`src/rtl/pcie_cv_reset_pkg.sv`:
```
// Shared types and constants for the Cyclone V PCIe HIP reset sequencer.
//   seq_state_t     : sequencer state codes (also exported on the debug port)
//   RESET_COUNT_MAX : saturation value of the RUN-entry counter
//   cnt_w_ok()      : true when a CNT_W-bit timer can hold every cycle limit
package pcie_cv_reset_pkg;

  typedef enum logic [2:0] {
    HOLD      = 3'd0,
    WAIT_LOCK = 3'd1,
    WAIT_HIP  = 3'd2,
    RUN       = 3'd3,
    ERROR     = 3'd4
  } seq_state_t;

  localparam int unsigned RESET_COUNT_MAX = 255;

  // Width check used by the top to reject a timer too narrow for its limits.
  function automatic bit cnt_w_ok(input int unsigned cnt_w,
                                  input int unsigned hold_cycles,
                                  input int unsigned lock_timeout,
                                  input int unsigned hip_timeout);
    longint unsigned lim;
    longint unsigned need;
    if (cnt_w >= 63) return 1'b1;
    lim  = (64'd1 << cnt_w) - 64'd1;
    need = 64'(hold_cycles);
    if (64'(lock_timeout) > need) need = 64'(lock_timeout);
    if (64'(hip_timeout) > need) need = 64'(hip_timeout);
    return (need <= lim);
  endfunction

endpackage

```
`src/rtl/pcie_cv_bit_sync.sv`:
```
// Multi-flop synchronizer for a single asynchronous control bit.
//   clk   : destination clock
//   rst_n : async active-low reset, clears every stage to 0
//   d     : asynchronous input
//   q     : synchronized output (last stage of the chain)
module pcie_cv_bit_sync #(
  parameter int unsigned STAGES = 2
) (
  input  logic clk,
  input  logic rst_n,
  input  logic d,
  output logic q
);

  logic [STAGES-1:0] chain;

  // Shift chain; bit 0 is the metastability-catching stage.
  always_ff @(posedge clk or negedge rst_n) begin
    if (!rst_n) begin
      chain <= '0;
    end else begin
      chain <= {chain[STAGES-2:0], d};
    end
  end

  assign q = chain[STAGES-1];

endmodule

```
`src/rtl/pcie_cv_hip_reset_seq.sv`:
```
// Power-on / PERST# reset sequencer for the Cyclone V PCIe hard IP.
// Qualifies PERST# and the fixedclk lock, releases the HIP in order and
// holds the application in reset until the HIP reports nreset_status high.
//   clk_clk          : 100 MHz system clock
//   reset_reset_n    : async active-low reset
//   perst_n_pin      : slot PERST#, async, active-low
//   fixedclk_locked  : reconfig fixedclk lock, async
//   hip_reset_n_stat : HIP nreset_status, async, active-low
//   hip_npor         : HIP npor conduit, active-low
//   hip_pin_perst    : HIP pin_perst conduit, active-low
//   app_reset_n      : application reset, active-low
//   link_timeout     : sticky error flag, cleared only by PERST#
//   seq_state        : current state code (debug)
//   reset_count      : saturating count of RUN entries
module pcie_cv_hip_reset_seq
  import pcie_cv_reset_pkg::*;
#(
  parameter int unsigned SYNC_STAGES  = 2,
  parameter int unsigned HOLD_CYCLES  = 1000,
  parameter int unsigned LOCK_TIMEOUT = 100000,
  parameter int unsigned HIP_TIMEOUT  = 1000000,
  parameter int unsigned CNT_W        = 24
) (
  input  logic       clk_clk,
  input  logic       reset_reset_n,
  input  logic       perst_n_pin,
  input  logic       fixedclk_locked,
  input  logic       hip_reset_n_stat,
  output logic       hip_npor,
  output logic       hip_pin_perst,
  output logic       app_reset_n,
  output logic       link_timeout,
  output logic [2:0] seq_state,
  output logic [7:0] reset_count
);

  localparam bit CNT_W_OK = cnt_w_ok(CNT_W, HOLD_CYCLES, LOCK_TIMEOUT, HIP_TIMEOUT);

  if (!CNT_W_OK || (SYNC_STAGES < 2)) begin : g_bad_param
    $error("pcie_cv_hip_reset_seq: CNT_W too narrow or SYNC_STAGES < 2");
  end

  localparam logic [CNT_W-1:0] HOLD_LAST = CNT_W'(HOLD_CYCLES - 1);
  localparam logic [CNT_W-1:0] LOCK_LAST = CNT_W'(LOCK_TIMEOUT - 1);
  localparam logic [CNT_W-1:0] HIP_LAST  = CNT_W'(HIP_TIMEOUT - 1);

  logic perst_s, lock_s, stat_s;

  seq_state_t       state_q, state_nxt;
  logic [CNT_W-1:0] timer_q, timer_nxt;
  logic             npor_nxt, pin_perst_nxt, app_nxt, timeout_nxt;
  logic [7:0]       count_nxt;

  // Input synchronizers
  pcie_cv_bit_sync #(.STAGES(SYNC_STAGES)) u_sync_perst (
    .clk(clk_clk), .rst_n(reset_reset_n), .d(perst_n_pin), .q(perst_s)
  );
  pcie_cv_bit_sync #(.STAGES(SYNC_STAGES)) u_sync_lock (
    .clk(clk_clk), .rst_n(reset_reset_n), .d(fixedclk_locked), .q(lock_s)
  );
  pcie_cv_bit_sync #(.STAGES(SYNC_STAGES)) u_sync_stat (
    .clk(clk_clk), .rst_n(reset_reset_n), .d(hip_reset_n_stat), .q(stat_s)
  );

  // State register plus registered outputs decoded from the next state
  always_ff @(posedge clk_clk or negedge reset_reset_n) begin
    if (!reset_reset_n) begin
      state_q       <= HOLD;
      timer_q       <= '0;
      hip_npor      <= 1'b0;
      hip_pin_perst <= 1'b0;
      app_reset_n   <= 1'b0;
      link_timeout  <= 1'b0;
      reset_count   <= '0;
    end else begin
      state_q       <= state_nxt;
      timer_q       <= timer_nxt;
      hip_npor      <= npor_nxt;
      hip_pin_perst <= pin_perst_nxt;
      app_reset_n   <= app_nxt;
      link_timeout  <= timeout_nxt;
      reset_count   <= count_nxt;
    end
  end

  assign seq_state = state_q;

  // Next-state, timer and output decode
  always_comb begin
    state_nxt     = state_q;
    timer_nxt     = '0;
    npor_nxt      = 1'b0;
    pin_perst_nxt = 1'b0;
    app_nxt       = 1'b0;
    timeout_nxt   = 1'b0;
    count_nxt     = reset_count;

    case (state_q)
      HOLD: begin
        if (timer_q == HOLD_LAST) state_nxt = WAIT_LOCK;
      end
      WAIT_LOCK: begin
        if (lock_s)                      state_nxt = WAIT_HIP;
        else if (timer_q == LOCK_LAST)   state_nxt = ERROR;
      end
      WAIT_HIP: begin
        if (stat_s)                      state_nxt = RUN;
        else if (!lock_s)                state_nxt = HOLD;
        else if (timer_q == HIP_LAST)    state_nxt = ERROR;
      end
      RUN: begin
        if (!lock_s || !stat_s) state_nxt = HOLD;
      end
      ERROR: begin
        state_nxt = ERROR;
      end
      default: begin
        state_nxt = HOLD;
      end
    endcase

    // PERST# low overrides everything, including ERROR
    if (!perst_s) state_nxt = HOLD;

    // Timer runs only while staying in a timed state; it saturates rather than wraps
    if (perst_s && (state_nxt == state_q) &&
        ((state_q == HOLD) || (state_q == WAIT_LOCK) || (state_q == WAIT_HIP))) begin
      timer_nxt = (&timer_q) ? timer_q : timer_q + CNT_W'(1);
    end

    if ((state_q == WAIT_HIP) && (state_nxt == RUN) &&
        (reset_count != 8'(RESET_COUNT_MAX))) begin
      count_nxt = reset_count + 8'd1;
    end

    case (state_nxt)
      WAIT_LOCK: begin
        pin_perst_nxt = 1'b1;
      end
      WAIT_HIP: begin
        npor_nxt      = 1'b1;
        pin_perst_nxt = 1'b1;
      end
      RUN: begin
        npor_nxt      = 1'b1;
        pin_perst_nxt = 1'b1;
        app_nxt       = 1'b1;
      end
      ERROR: begin
        pin_perst_nxt = 1'b1;
        timeout_nxt   = 1'b1;
      end
      default: begin
        npor_nxt      = 1'b0;
      end
    endcase
  end

endmodule

```
`config.mk`:
```
export PLATFORM = sky130hd
export DESIGN_NAME = pcie_cv_hip_reset_seq
export DESIGN_NICKNAME = d
export VERILOG_FILES = /design/src/rtl/pcie_cv_reset_pkg.sv /design/src/rtl/pcie_cv_bit_sync.sv /design/src/rtl/pcie_cv_hip_reset_seq.sv
export SDC_FILE = /design/constraint.sdc
export NUM_CORES = 1
export LEC_CHECK = 0
export CORE_MARGIN = 2
export CORE_UTILIZATION = 57
export DETAILED_ROUTE_END_ITERATION = 10
export GPL_TIMING_DRIVEN = 0
export HOLD_SLACK_MARGIN = 0.05
export PLACE_DENSITY = 0.9
export RECOVER_POWER = 25
export SYNTH_ARGS = -nofsm -noshare
export SYNTH_HDL_FRONTEND = slang
export SYNTH_HIERARCHICAL = 1
export SYNTH_SLANG_ARGS = --single-unit
```
`constraint.sdc`:
```
create_clock -name clk_clk -period 2.6 [get_ports clk_clk]
set_clock_uncertainty 0.2 [all_clocks]
set_input_delay 0.52 -clock clk_clk [delete_from_list [all_inputs] [get_ports clk_clk]]
set_output_delay 0.52 -clock clk_clk [all_outputs]
set_load 0.05 [all_outputs]
```
== After elaboration in Yosys (flattened, before gate mapping) ==
Index checks and enable logic that the tools add are counted.
W data, S select, Z words.

* Input bits: 5
* Word-level logic and storage cells: 54
* Output and inout port bits: 15
* Flip-flop bits (word level): 45

* Mux-type cells: 15
* Add/subtract/negate cells: 2
* Eq/ne operators: 14
* Reductions and logical operators: 13

{| class="wikitable"
|+ Operators with widths
! kind !! count
|-
| $mux W24 || 2
|-
| $add A24 B1 Y24 const B || 1
|-
| $eq A24 B10 Y1 const B || 1
|-
| $eq A24 B17 Y1 const B || 1
|-
| $eq A24 B20 Y1 const B || 1
|-
| $mux W3 || 8
|-
| $reduce_and A24 Y1 || 1
|-
| $pmux W3 S5 || 1
|-
| $eq A3 B2 Y1 const B || 4
|-
| $add A8 B1 Y8 const B || 1
|-
| $ne A8 B8 Y1 const B || 1
|-
| $eq A3 B1 Y1 const B || 2
|-
| $eq A3 B3 Y1 const B || 2
|-
| $logic_and A1 B1 Y1 || 4
|-
| $mux W1 || 4
|-
| $reduce_or A4 Y1 || 1
|-
| $eq A3 B3 Y1 || 1
|-
| $logic_not A3 Y1 || 1
|-
| $logic_or A1 B1 Y1 || 3
|-
| $logic_not A1 Y1 || 2
|-
| $ne A2 B2 Y1 const B || 1
|-
| $reduce_or A2 Y1 || 1
|}

== Depth between registers and ports, before layout ==
* Depth in word-level cells: 10
* Depth in mapped cells: 8
* Gate-level depth less buffers: 7

== Cells and area by module ==
The synthesis kept the hierarchy.

{| class="wikitable"
|+ Modules (own cells, without submodules)
! module !! area an instance (um2) !! times used !! cells each !! sequential area each (um2)
|-
| pcie_cv_hip_reset_seq || 2145.8 || 1 || 228 || 975.9
|-
| pcie_cv_bit_sync || 50.0 || 3 || 2 || 50.0
|}

== Worst setup path after synthesis ==
No wires, ideal clock.

* Path kind: register -> register
* Start point: register state_q[1] (netlist: seq_state[1])
* End point: register reset_count[1]
* Cell stages (with the launch flop): 7
* Setup time: 0.125 ns
* Data required time: 2.275 ns
* Path buffers: 2
* Data arrival time: 2.196 ns
* Setup slack: 0.079 ns
* Clock period less this slack: 2.521 ns
* Cells stage by stage: dfrtp_1 clkbuf_1 nor3b_1 o211a_1 o311a_1 buf_6 mux2_4

* Longest elaborated chain between the ends: 8
* Elaborated cells on any way between the ends: 17
* Classes of those cells: eq/ne (5); mux (9); reduce/logical (3)

{| class="wikitable"
|+ Ends and longest elaborated chain
! element !! line !! text
|-
| from (decl) || pcie_cv_hip_reset_seq.sv:49 || <nowiki>seq_state_t state_q, state_nxt;</nowiki>
|-
| from (signal assigned) || pcie_cv_hip_reset_seq.sv:76 || <nowiki>state_q <= state_nxt;</nowiki>
|-
| $mux W3 || pcie_cv_hip_reset_seq.sv:109 || <nowiki>else if (timer_q == HIP_LAST) state_nxt = ERROR;</nowiki>
|-
| $mux W3 || pcie_cv_hip_reset_seq.sv:108 || <nowiki>else if (!lock_s) state_nxt = HOLD;</nowiki>
|-
| $mux W3 || pcie_cv_hip_reset_seq.sv:107 || <nowiki>if (stat_s) state_nxt = RUN;</nowiki>
|-
| $pmux W3 S5 || pcie_cv_hip_reset_seq.sv:98 || <nowiki>case (state_q)</nowiki>
|-
| $mux W3 || pcie_cv_hip_reset_seq.sv:123 || <nowiki>if (!perst_s) state_nxt = HOLD;</nowiki>
|-
| $eq A3 B2 Y1 || pcie_cv_hip_reset_seq.sv:131 || <nowiki>if ((state_q == WAIT_HIP) && (state_nxt == RUN) &&</nowiki>
|-
| $logic_and A1 B1 Y1 (*) (2 in series) || pcie_cv_hip_reset_seq.sv:131 ||
|-
| to (signal assigned) || pcie_cv_hip_reset_seq.sv:82 || <nowiki>reset_count <= count_nxt;</nowiki>
|-
| to (decl) || pcie_cv_hip_reset_seq.sv:34 || <nowiki>output logic [7:0] reset_count</nowiki>
|}

Mark *: on every way between the ends. The rest lies on a longest branch, timed or not.
A chain may end at the register's enable or synchronous reset.

== Final worst setup path ==
* Start point: register timer_q[14]
* End point: register reset_count[1]

* Longest elaborated chain between the ends: 9
* Elaborated cells on any way between the ends: 14
* Classes of those cells: eq/ne (4); mux (8); reduce/logical (2)

{| class="wikitable"
|+ Ends and longest elaborated chain
! element !! line !! text
|-
| from (decl) || pcie_cv_hip_reset_seq.sv:50 || <nowiki>logic [CNT_W-1:0] timer_q, timer_nxt;</nowiki>
|-
| from (signal assigned) || pcie_cv_hip_reset_seq.sv:77 || <nowiki>timer_q <= timer_nxt;</nowiki>
|-
| $eq A24 B20 Y1 || pcie_cv_hip_reset_seq.sv:109 ||
|-
| $mux W3 || pcie_cv_hip_reset_seq.sv:109 ||
|-
| $mux W3 || pcie_cv_hip_reset_seq.sv:108 ||
|-
| $mux W3 || pcie_cv_hip_reset_seq.sv:107 ||
|-
| $pmux W3 S5 (*) || pcie_cv_hip_reset_seq.sv:98 ||
|-
| $mux W3 (*) || pcie_cv_hip_reset_seq.sv:123 ||
|-
| $eq A3 B2 Y1 (*) || pcie_cv_hip_reset_seq.sv:131 ||
|-
| $logic_and A1 B1 Y1 (*) (2 in series) || pcie_cv_hip_reset_seq.sv:131 ||
|}

Marked as above.

==> metrics.md <==
| Metric | Value |
|---|---|
| Status | complete, but fails checks |
| Failing checks | setup timing |
| Setup crit end | reset_count[1] |
| Final hold violations | 0 |
| Global Route Usage Sum | 0.2412 |
| CP delay by family, top | compound AO/OA/AOI/OAI gates |
| Crit path largest cell delay | 460 ps |
| Root cell of the clock tree | clkbuf_8 |
| Crit path buffers/inverters | 1 |
| Syn nets | about 240 |
| I/O pins | 20 |
| RR Endpoint | reset_count[1] |
| # H-tree levels | 2 |
| Initial core utilization | 0.5824 |
| Setup slack, reg-to-reg | -20 ps |
| Post-CTS Setup Inserts | 0 |
| Mean Syn Cell Area | a little under 10 µm² |
| Vias in the first global route | 1,715 |
| Sequential Power Share | 0.552 |
| Main combinational cell family by area after synthesis | simple AND/OR/NAND/NOR gates |
| First-pass GRT wire length | 8252 µm |
| Adder-cell share of the synthesized area | 0.01090 |
| Crit path launch | timer_q[14] |
| Max_cap viols | 0 |
| Clock network fraction of total power | 0.408 |
| Hold Startpoint | u_sync_lock/chain[0] |
| CP Class | register to register |
| WP depth | 6 |
| Main synth FF type | dfrtp_1 |
| Via Count | 1,919 |
| Largest net degree at the start of global routing | 25 |
| # setup viols final | 1 |
| Clock slew at reported path FFs | approximately 90 ps |
| Critical-path maximum fanout | 8 |
| HPWL Detailed | 3427 µm |
| Worst R2R Start | timer_q[14] |
| Max clock buf depth | 2 |
| Die area | 4552 µm² |
| PortBufs | 19 |
| First-pass DRT Iterations | 7 |
| Synthesized area | 2296 µm² |
| FMAX | 0.3813 GHz |
| Worst EP required | 2600 ps |
| Fin crit period | 2623 ps |
| Number of routed nets with antenna violations | 0 |
| Non-Filler Instances | approximately 310 |
| Cells after synthesis | 234 |
| YS warnings | 6 |
| Latest clock arrival within the worst-skew pair | 300 ps |
| FF+latch count, synth | 45 |
| Sw Share | 0.2155 |
| Ant diodes | 0 |
| Yosys top cell area share | 0.4905 |
| Largest cells by area after synthesis | dfrtp_1 49%, xnor2_1 6.9%, nor2_1 5.9% |
| Clock sinks | 45 |
| Crit-path cells | nor4_1 -> nand4_1 -> o41a_1 -> o311a_1 -> buf_6 -> mux2_4 |
| Final Wtd Congestion | slightly below 0.9 |
| Die H | 67.47 µm |
| Final Hold Slack | about 160 ps |
| Mux cell area share after synthesis | 0.01090 |
| CP max-delay cell | dfrtp_1 |
| Fill count | 284 |
| Relative slew slack | 0.1310 |
| Compound-Gate Fraction of Synth Area | 0.07793 |
| Final period util | 1.009 |
| Worst hold path class | register to register |
| DR vias/cell | 6.131 |
| Pleak | 0.001127 µW |
| Sw Pwr | 278.9 µW |
| Worst EP arrival | ~2600 ps |
| Core box area | about 4000 µm² |
| Die X | about 67 µm |
| Synth Area in XOR/XNOR | 0.09155 |
| Slew Limit Fails | 0 |
| Share of flip-flops with an asynchronous set or reset | 1.000 |
| CP Capture Type | register |
| Slew @ Worst Pin | between 1000 and 1500 ps |
| Total power density per cell area | 476.1 nW/µm² |
| CP Launch Type | register |
| WL final | 4935 µm |
| Share of cells above drive strength 1 | 0.1027 |
| Placed cell count | 304 |
| TritonCTS clock tree | done |
| Share of the yosys chip area belonging to registers | 0.4905 |
| Pint | approximately 1000 µW |
| Row cnt | 23 |
| Layout Nets | around 270 |
| Combinational Power Share | 0.041 |
| Worst reg2reg path depth | 6 |
| Final WS setup | -22.52 ps |
| CTS Buf Count | 5 |
| Initial antenna violation count | 0 |
| DRT iter0 DRCs | 340 |
| Simple-Gate Fraction of Synth Area | 0.2916 |
| Area Growth Syn to Fin | 18.42% |
| DRC | 0 |
| Worst IR Drop VDD | 0.0003984 V |
| Final TNS setup | -22.52 ps |
| Total gr overflow | 0 |
| Number of flops mapped to enable cells by yosys | 0 |
| Cell variety after synth | 43 |
| Setup repair after global routing missed its margin | yes |
| Wire per inst | 15.77 µm |
| Cell taking the most area after synthesis | dfrtp_1 |
how the worst min path moves through the flow:
stage          cells past startpoint  slack [ps]              endpoint
6_report                           0         160  u_sync_lock/chain[1]
5_1_grt                            0         170  u_sync_stat/chain[1]
4_1_cts                            0         160  u_sync_lock/chain[1]
3_5_place_dp                       0         140  u_sync_lock/chain[1]
3_3_place_gp                       0         130  u_sync_lock/chain[1]
2_1_floorplan                      0          20           app_reset_n
registers in the layout, summed over array words and instances, names as in the netlist:
signal              count
u_sync_perst/chain      2
hip_pin_perst           1
u_sync_lock/chain       2
link_timeout            1
reset_count             8
seq_state               3
u_sync_stat/chain       2
hip_npor                1
timer_q                24
app_reset_n             1
power by group through the flow:
stage                     clock, µW  combinational [µW]  sequential (µW)
after floorplan                   0                21.8              726
after global placement            0                45.6              727
after detailed placement          0                51.8              728
after CTS                       535                53.8              714
after global routing            566                60.0              715
final                           528                52.6              714
area by class of cell:
cell class | instances | area [µm²] | area share
multi-input combinational | 176 | 1125 | 0.4137
timing repair buffer | 21 | 221.5 | 0.08145
inverter | 4 | 15.01 | 0.005522
buffer | 9 | 57.56 | 0.02117
tap | 50 | 62.56 | 0.02301
clock buffer | 6 | 72.57 | 0.02669
clock inverter | 2 | 38.79 | 0.01427
sequential | 45 | 1126 | 0.4142
layout by cell type (no fill, tap or decap), types with 4 or more instances in the layout:
cell type	netlist	layout
dfrtp_1	45	45
nor2_1	36	36
xnor2_1	18	18
nand3_1	16	16
nand2_1	16	16
clkdlybuf4s50_1	0	15
nor3_1	12	11
nand4_1	9	9
nor4_1	7	7
clkbuf_1	4	6
xor2_1	6	6
a21oi_1	5	5
clkbuf_8	0	5
and3_1	4	4
nor3b_1	5	4
inv_1	4	4
or2_2	4	4
o21ai_0	4	4
or3_1	4	4
dlygate4sd3_1	0	4
cell usage after synthesis (2+ instances only):
master and count:
or3_1 4, ha_1 2, inv_1 4, and4_1 2, nor4_1 7, a21oi_1 5
xnor2_1 18, nand4_1 9, nor3b_1 5, a31o_2 2, nand2_1 16, nor3_1 12
nand2b_1 2, or4b_1 2, dfrtp_1 45, xor2_1 6, clkbuf_1 4, or2_2 4
and2_1 2, nor2_1 36, buf_2 4, o21ai_0 4, nand3_1 16, and3_1 4
per-stage QoR:
| step | worst slack [ps] | area [µm²] | power [µW] | utilization |
|---|---|---|---|---|
| 4_1_cts | 20.46 | 2700 | 1303 | 0.6849 |
| 3_3_place_gp | -341.9 | 2549 | 772.8 | 0.6465 |
| 2_1_floorplan | 78.93 | 2296 | 748.1 | - |
| 3_5_place_dp | 43.35 | 2571 | 779.6 | 0.6522 |
| 5_1_grt | -24.66 | 2719 | 1342 | 0.6896 |
| 6_report | -22.52 | 2719 | 1294 | 0.6896 |
kinds of logic after synthesis:
family | count (synthesis)
AND/OR/NAND/NOR | 126
flip-flops | 45
XOR/XNOR | 24
AO/OA/AOI/OAI | 22
buffers and inverters | 13
multiplexers | 2
adder cells (fa/ha/maj) | 2
routing by layer:
layer | GRT usage | vias up | part of all wire
li1 | - | 885 | -
met1 | 0.3210 | 907 | 0.42
met2 | 0.3836 | 101 | 0.48
met3 | 0.05500 | 26 | 0.063
met4 | 0.09184 | 0 | 0.032
met5 | 0 | - | 0
what timing repair did:
| action | CTS | global route |
|---|---|---|
| pin swaps | 0 | 2 |
| hold buffers | 1 | 0 |
| resized for setup | 2 | 6 |
| hold endpoints to repair | 21 | 0 |
| endpoints found under the setup margin | 20 | 23 |
| cloned | 0 | 0 |
No activity file was read; power rests on OpenSTA's default activity.
